### config.mk
export PLATFORM = sky130hd
export DESIGN_NAME = lfsr_sched
export DESIGN_NICKNAME = d
export VERILOG_FILES = /design/src/rtl/lfsr_sched_pkg.sv /design/src/rtl/lfsr6_step.sv /design/src/rtl/lfsr_sched.sv
export SDC_FILE = /design/constraint.sdc
export NUM_CORES = 1
export LEC_CHECK = 0
export ABC_AREA = 1
export BUFFER_PORTS_ARGS = -buffer_cell sky130_fd_sc_hd__buf_2
export CAP_MARGIN = 20
export CORE_MARGIN = 5
export CORE_UTILIZATION = 40
export DETAILED_ROUTE_END_ITERATION = 6
export HOLD_SLACK_MARGIN = 0.12
export SLEW_MARGIN = 20
export SYNTH_ARGS = -nofsm -noshare
export SYNTH_HDL_FRONTEND = slang
export SYNTH_SLANG_ARGS = --single-unit
export TNS_END_PERCENT = 30
### constraint.sdc
create_clock -name clk -period 1.7 [get_ports clk]
set_input_delay 0.17 -clock clk [delete_from_list [all_inputs] [get_ports clk]]
set_output_delay 0.17 -clock clk [all_outputs]
set_load 0.01 [all_outputs]
### src/rtl/lfsr_sched_pkg.sv
// Shared types and constants for the LFSR scheduler.
// Holds the controller state encoding, the LFSR geometry and the
// measurement bound used by lfsr_sched and lfsr6_step.
package lfsr_sched_pkg;

  localparam int unsigned LFSR_W = 6;
  localparam int unsigned CNT_W  = 6;
  localparam int unsigned RR_W   = 2;
  localparam int unsigned MEAS_MAX = 63;
  localparam logic [LFSR_W-1:0] LFSR_INIT = 6'h3F;

  typedef enum logic [1:0] {
    ST_IDLE    = 2'd0,
    ST_MEASURE = 2'd1,
    ST_WARMUP  = 2'd2,
    ST_SERVE   = 2'd3
  } state_t;

  // The all-zero state is a fixed point of the shift register, so it is
  // never allowed in as a seed.
  function automatic logic [LFSR_W-1:0] seed_fix(input logic [LFSR_W-1:0] s);
    return (s == '0) ? LFSR_INIT : s;
  endfunction

endpackage

### src/rtl/lfsr6_step.sv
// One step of the 6-bit shift-register random source.
// Ports:
//   q        current register value
//   q_next_c combinational next value
// Taps: q0<=q5, q1<=q0, q2<=q1, q3<=q2^q5, q4<=q3, q5<=q4.
module lfsr6_step
  import lfsr_sched_pkg::*;
(
  input  logic [LFSR_W-1:0] q,
  output logic [LFSR_W-1:0] q_next_c
);

  assign q_next_c = {q[4], q[3], q[2] ^ q[5], q[1], q[0], q[5]};

endmodule

### src/rtl/lfsr_sched.sv
// Seed loader, period meter, warm-up sequencer and round-robin server
// for the 6-bit random source.
// Ports:
//   clk, rst     clock and synchronous active-high reset
//   seed_we/seed load a new seed (zero maps to 6'h3F) and restart measurement
//   req          level-sensitive per-requester requests, honoured in SERVE only
//   gnt          registered one-hot grant; rnd_valid mirrors |gnt
//   rnd          random word delivered with the grant
//   busy         high while measuring or warming up
//   cycle_len    measured period of the last seed (0 = no return within bound)
//   len_valid    cycle_len holds a result for the current seed
module lfsr_sched
  import lfsr_sched_pkg::*;
#(
  parameter int unsigned NREQ   = 2,
  parameter int unsigned WARMUP = 4
) (
  input  logic              clk,
  input  logic              rst,
  input  logic              seed_we,
  input  logic [LFSR_W-1:0] seed,
  input  logic [NREQ-1:0]   req,
  output logic [NREQ-1:0]   gnt,
  output logic              rnd_valid,
  output logic [LFSR_W-1:0] rnd,
  output logic              busy,
  output logic [LFSR_W-1:0] cycle_len,
  output logic              len_valid
);

  localparam logic [CNT_W-1:0] WARM_LAST = CNT_W'((WARMUP == 0) ? 0 : WARMUP - 1);

  state_t            state, state_nxt;
  logic [LFSR_W-1:0] lfsr, lfsr_nxt;
  logic [LFSR_W-1:0] seed_reg, seed_reg_nxt;
  logic [CNT_W-1:0]  cnt, cnt_nxt;
  logic [RR_W-1:0]   rr, rr_nxt;
  logic [NREQ-1:0]   gnt_nxt;
  logic              rnd_valid_nxt;
  logic [LFSR_W-1:0] rnd_nxt;
  logic [LFSR_W-1:0] cycle_len_nxt;
  logic              len_valid_nxt;
  logic [LFSR_W-1:0] lfsr_step_c;
  logic              found;
  int                win;

  // The stepped value serves both for advancing and for the period compare.
  lfsr6_step u_step (
    .q        (lfsr),
    .q_next_c (lfsr_step_c)
  );

  assign busy = (state == ST_MEASURE) || (state == ST_WARMUP);

  // Next-state and next-output logic.
  always_comb begin
    state_nxt     = state;
    lfsr_nxt      = lfsr;
    seed_reg_nxt  = seed_reg;
    cnt_nxt       = cnt;
    rr_nxt        = rr;
    gnt_nxt       = '0;
    rnd_valid_nxt = 1'b0;
    rnd_nxt       = rnd;
    cycle_len_nxt = cycle_len;
    len_valid_nxt = len_valid;
    found         = 1'b0;
    win           = 0;

    // Round-robin search: first requester at or after rr, wrapping.
    for (int i = 0; i < int'(NREQ); i++) begin
      for (int j = 0; j < int'(NREQ); j++) begin
        if (!found && req[j] && (j == (int'(rr) + i) % int'(NREQ))) begin
          found = 1'b1;
          win   = j;
        end
      end
    end

    if (seed_we) begin
      state_nxt     = ST_MEASURE;
      lfsr_nxt      = seed_fix(seed);
      seed_reg_nxt  = seed_fix(seed);
      cnt_nxt       = '0;
      len_valid_nxt = 1'b0;
    end else begin
      case (state)
        ST_IDLE: ;
        ST_MEASURE: begin
          lfsr_nxt = lfsr_step_c;
          if (lfsr_step_c == seed_reg) begin
            cycle_len_nxt = LFSR_W'(cnt + CNT_W'(1));
            len_valid_nxt = 1'b1;
            state_nxt     = ST_WARMUP;
            cnt_nxt       = '0;
          end else if (cnt == CNT_W'(MEAS_MAX)) begin
            cycle_len_nxt = '0;
            len_valid_nxt = 1'b1;
            state_nxt     = ST_WARMUP;
            cnt_nxt       = '0;
          end else begin
            cnt_nxt = cnt + CNT_W'(1);
          end
        end
        ST_WARMUP: begin
          if (WARMUP == 0) begin
            state_nxt = ST_SERVE;
          end else begin
            lfsr_nxt = lfsr_step_c;
            if (cnt == WARM_LAST) begin
              state_nxt = ST_SERVE;
              cnt_nxt   = '0;
            end else begin
              cnt_nxt = cnt + CNT_W'(1);
            end
          end
        end
        ST_SERVE: begin
          if (found) begin
            gnt_nxt       = NREQ'(1) << win;
            rnd_nxt       = lfsr;
            rnd_valid_nxt = 1'b1;
            lfsr_nxt      = lfsr_step_c;
            rr_nxt        = RR_W'((win + 1) % int'(NREQ));
          end
        end
        default: state_nxt = ST_IDLE;
      endcase
    end
  end

  // State and output registers.
  always_ff @(posedge clk) begin
    if (rst) begin
      state     <= ST_IDLE;
      lfsr      <= LFSR_INIT;
      seed_reg  <= LFSR_INIT;
      cnt       <= '0;
      rr        <= '0;
      gnt       <= '0;
      rnd_valid <= 1'b0;
      rnd       <= '0;
      cycle_len <= '0;
      len_valid <= 1'b0;
    end else begin
      state     <= state_nxt;
      lfsr      <= lfsr_nxt;
      seed_reg  <= seed_reg_nxt;
      cnt       <= cnt_nxt;
      rr        <= rr_nxt;
      gnt       <= gnt_nxt;
      rnd_valid <= rnd_valid_nxt;
      rnd       <= rnd_nxt;
      cycle_len <= cycle_len_nxt;
      len_valid <= len_valid_nxt;
    end
  end

endmodule
Word-level counts from Yosys, hierarchy flattened
Index checks and enable logic that the tools add are counted.
{"block": "word_totals", "ff_bits": 37, "latch_bits": 0, "ramBits": 0, "mem_bits_ro": 0, "in_bits": 11, "output_inout_bits": 17, "elab_cells": 85, "memories": 0}
{"block": "op_classes", "n_addsub": 3, "n_mul": 0, "div_mod_pow": 0, "order_cmp": 0, "eq_ne": 12, "shifts": 1, "n_mux": 25, "bitwise_logic": 5, "reduce_logical": 28}
{"operator": "$logic_not A32 Y1", "count": 2}
{"operator": "$mux W32", "count": 2}
{"operator": "$mux W6", "count": 8}
{"operator": "$shl A1 B32 Y2 const A", "count": 1}
{"operator": "$pmux W6 S2", "count": 2}
{"operator": "$reduce_and A3 Y1", "count": 4}
{"operator": "$mux W1", "count": 9}
{"operator": "$logic_and A1 B1 Y1", "count": 7}
{"operator": "$add A6 B1 Y6 const B", "count": 1}
{"operator": "$eq A6 B2 Y1 const B", "count": 1}
{"operator": "$eq A6 B6 Y1", "count": 1}
{"operator": "$eq A6 B6 Y1 const B", "count": 1}
{"operator": "$logic_not A6 Y1", "count": 1}
{"operator": "$mux W2", "count": 3}
{"operator": "$reduce_bool A3 Y1", "count": 2}
{"operator": "$eq A2 B2 Y1 const B", "count": 2}
{"operator": "$ne A4 B2 Y1 const B", "count": 1}
{"operator": "$pmux W2 S2", "count": 1}
{"operator": "$reduce_and A2 Y1", "count": 2}
{"operator": "$reduce_bool A2 Y1", "count": 2}
{"operator": "$reduce_or A2 Y1", "count": 2}
{"operator": "$reduce_or A4 Y1", "count": 1}
{"operator": "$logic_not A1 Y1", "count": 3}
{"operator": "$ne A3 B1 Y1 const B", "count": 1}
{"operator": "11 further kinds", "count": 14}

Longest topological paths before layout
{"block": "depth", "word_depth": 18, "ltp_mapped": 11, "mapped_depth_nobuf": 11}

Hierarchy
A second synthesis with hierarchy kept.
{"block": "unflattened", "cells_unflattened": 256, "hier_area_um2": 1836.8}
{"module": "lfsr_sched", "n_inst": 1, "cells_each": 246, "area_per_inst_um2": 1780.5}
{"module": "lfsr6_step", "n_inst": 1, "cells_each": 10, "area_per_inst_um2": 56.3}

Worst setup path after synthesis
OpenSTA, ideal clock, no wires.
{"block": "synth_path", "path_type": "register to register", "from": "reg state[0]", "to": "reg lfsr[2]", "arrival_time_ps": 1297, "setup_slack_ps": 280, "stages_incl_launch_ff": 8, "n_path_buf": 1, "period_less_slack_ps": 1420, "cell_sequence": "dfxtp_1 -> inv_1 -> ha_1 -> o211a_1 -> inv_1 -> buf_2 -> a21oi_1 -> o21ai_0"}
{"block": "synth_via", "elab_chain_len": 4, "elab_cells_between_ends": 9}
{"element": "start: declaration", "line": "lfsr_sched.sv:33", "source": "state_t state, state_nxt;"}
{"element": "start signal: assignment", "line": "lfsr_sched.sv:146", "source": "state <= state_nxt;"}
{"element": "$eq A2 B1 Y1 or $eq A2 B2 Y1 (tied branches)", "line": "lfsr_sched.sv:87", "source": "case (state)"}
{"element": "$reduce_or A2 Y1 (no source line)"}
{"element": "$pmux W6 S2 or $reduce_bool A3 Y1 (tied branches)"}
{"element": "$mux W6 or $reduce_and A2 Y1 (tied branches)"}
{"element": "end signal: assignment", "line": "lfsr_sched.sv:147", "source": "lfsr <= lfsr_nxt;"}
{"element": "end: declaration", "line": "lfsr_sched.sv:34", "source": "logic [LFSR_W-1:0] lfsr, lfsr_nxt;"}
Several ways; a longest one is shown, not always the timed one.
A chain may end at the register's enable or synchronous reset.

Worst setup path after layout
{"block": "layout_path", "from": "reg state[0]", "to": "out busy"}
{"block": "layout_via", "elab_chain_len": 2, "elab_cells_between_ends": 3}
{"element": "$eq A2 B1 Y1 or $eq A2 B2 Y1 (tied branches)", "line": "lfsr_sched.sv:53", "source": "assign busy = (state == ST_MEASURE) || (state == ST_WARMUP);"}
{"element": "$logic_or A1 B1 Y1 *", "line": "lfsr_sched.sv:53"}
{"element": "end: declaration", "line": "lfsr_sched.sv:26", "source": "output logic busy,"}
Every way passes the cells marked *; elsewhere a longest branch is shown, timed or not.

==> results_dict.tcl <==
set metrics [dict create \
    diodes 0 \
    grt_max_degree 20 \
    syn_area_per_cell_sq_um 7.65 \
    viasPerCell 4.90 \
    ios 28 \
    cts_setup_buffers 0 \
    outcome "finished, final reports clean" \
    cts_tree "built" \
    nets 273 \
    ys_warn_count 0 \
    worstMarginPinSlew_ns 0.442 \
    post-place-ws_ns 0.166 \
    final_cell_count_no_fill 311 \
    period_minus_slack_ns 1.58 \
    die_h_um 76.2 \
    cts_sinks 37 \
    cts-root-buf "clkbuf_8" \
    synthDistinctLibCells 30 \
    fmax_mhz 633 \
    power.total_mw 1.99 \
    slowest_delay_ns 0.37 \
    areaGrowthSynthToFinish_pct 17.1 \
    wire_per_inst_um 12.2 \
    dieArea_sq_um 5810 \
    start_util 0.408 \
    syn-cell-area_sq_um 1750 \
    finalHoldViolations 0 \
    antenna_left 0 \
    p_leak_nw 0.928 \
    core_area_sq_um 4290 \
    hold_ws_ns 0.163 \
    crit_arrival_ns 1.41 \
    vias 1525 \
    vdd_drop_max_v 0.000506 \
    drive_gt1_frac 0.205 \
    grt_pass1_vias 1412 \
    cts_buffers 5 \
    routed_wl_um 3780 \
    die_w_um 76.2 \
    p_per_area_nw_per_um2 972 \
    drt_first_pass_iters 4 \
    cp-end-kind "primary output" \
    setup_viol 0 \
    drcViolationCount 0 \
    path_cells "inv_1, ha_1, inv_1, buf_2" \
    grt_setup_unrepaired "false" \
    clk_latency_ns 0.29 \
    cp_max_fo 7 \
    n_fill_cell 452 \
    hp-class "primary input to flip-flop" \
    place_congestion 0.931 \
    drt_iter0_drc 69 \
    grt_pass1_wl_um 6420 \
    overflow 0 \
    slew-limit-headroom 0.703 \
    crit_required_ns 1.53 \
    placedCellCount 303 \
    yosysSeqAreaShare 0.423 \
    grt_usage 0.134 \
    cts_max_level 2 \
    cts_resized 0 \
    ys_ff_latch 37 \
    critPathMostFrequentCell "inv_1" \
    final_common_cell "dfxtp_1" \
    final_cell_mix "37 x dfxtp_1, 30 x nand2_1, 28 x inv_1" \
    postSynthNetCount 244 \
    dpl.hpwl_um 2890 \
    cpMaxStageDelayCell "dfxtp_1" \
    min_period_over_period 0.930 \
    setup_tns_ns 0 \
    worstSetupStartpointType "flip-flop" \
    antenna_found_initial 0 \
    port_buffers 27 \
    clockBufferDepth 2 \
    cap_violations 0 \
    fin_ws_ns 0.120 \
    clkTransAtPathRegs_ns 0.07 \
    syn_inst 229 \
    clock_skew_ns 0.00796 \
    cts_hold_buf 0 \
    row_count 24 \
    critPathKind "flip-flop to primary output" \
    drv_slew 0 \
]
stage by stage:
step,utilization,instance area [sq um]
global route,0.478,2050
global placement,0.451,1940
detailed placement,0.451,1940
CTS,0.478,2050
finish,0.478,2050
floorplan,-,1750
worst max-delay path, delay by kind of cell (launching register included):
family     cells  cell delay [ns]
fa+ha+maj      1             0.37
buf+inv        3             0.39
flops          1             0.37
worst paths after layout:
check,from,to,slack (ns),depth (start not counted)
max,state[0],busy,0.12,4
min,req[0],gnt[1],0.16,4
max reg2reg,state[0],lfsr[4],0.17,6
min reg2reg,cycle_len[0],cycle_len[0],0.46,2
cell usage after synthesis (all sizes together):
| master | instances | area share |
|---|---|---|
| nand3 | 22 | 0.080 |
| a21oi | 24 | 0.069 |
| nand2 | 36 | 0.089 |
| and2 | 1 | 0.0036 |
| nor2 | 17 | 0.046 |
| o21ai | 28 | 0.080 |
| nand3b | 1 | 0.0043 |
| ha | 4 | 0.029 |
| xnor2 | 2 | 0.014 |
| inv | 31 | 0.066 |
| dfxtp | 37 | 0.42 |
| o211ai | 3 | 0.013 |
| a31o | 1 | 0.0050 |
| nand4 | 7 | 0.025 |
| nor3 | 1 | 0.0029 |
| clkinv | 1 | 0.0021 |
| buf | 6 | 0.016 |
| clkbuf | 1 | 0.0021 |
| xor2 | 5 | 0.025 |
| o211a | 1 | 0.0057 |
power breakdown:
part           leakage [nW]  switching (mW)  internal (mW)
sequential            0.302          0.0280          0.904
combinational         0.568           0.182         0.0973
clock                0.0585           0.304          0.478
final cells by class:
type                            count  area (sq um)  area share
Clock buffer                        7          86.3      0.0421
Clock inverter                      1          30.0      0.0146
Inverter                           32           120      0.0585
Multi-Input combinational cell    153           860       0.419
Sequential cell                    37           741       0.361
Tap cell                           52          65.1      0.0317
Timing Repair Buffer               29           150      0.0732
per-layer routing:
layer,routed length [um],global-route usage,up-vias
met4,51,0.0420,0
li1,-,-,816
met3,200,0.0461,7
met1,2010,0.187,661
met5,0,0,-
met2,1520,0.192,41
logic make-up (layout without fill, tap and decap cells):
group	after synthesis	in the layout	share of synthesized area
XOR/XNOR	7	7	0.0393
buffers and inverters	39	69	0.0871
adder cells (fa/ha/maj)	4	4	0.0286
AO/OA/AOI/OAI	57	57	0.172
flip-flops	37	37	0.423
AND/OR/NAND/NOR	85	85	0.251
Power figures use the tool's default switching activity.
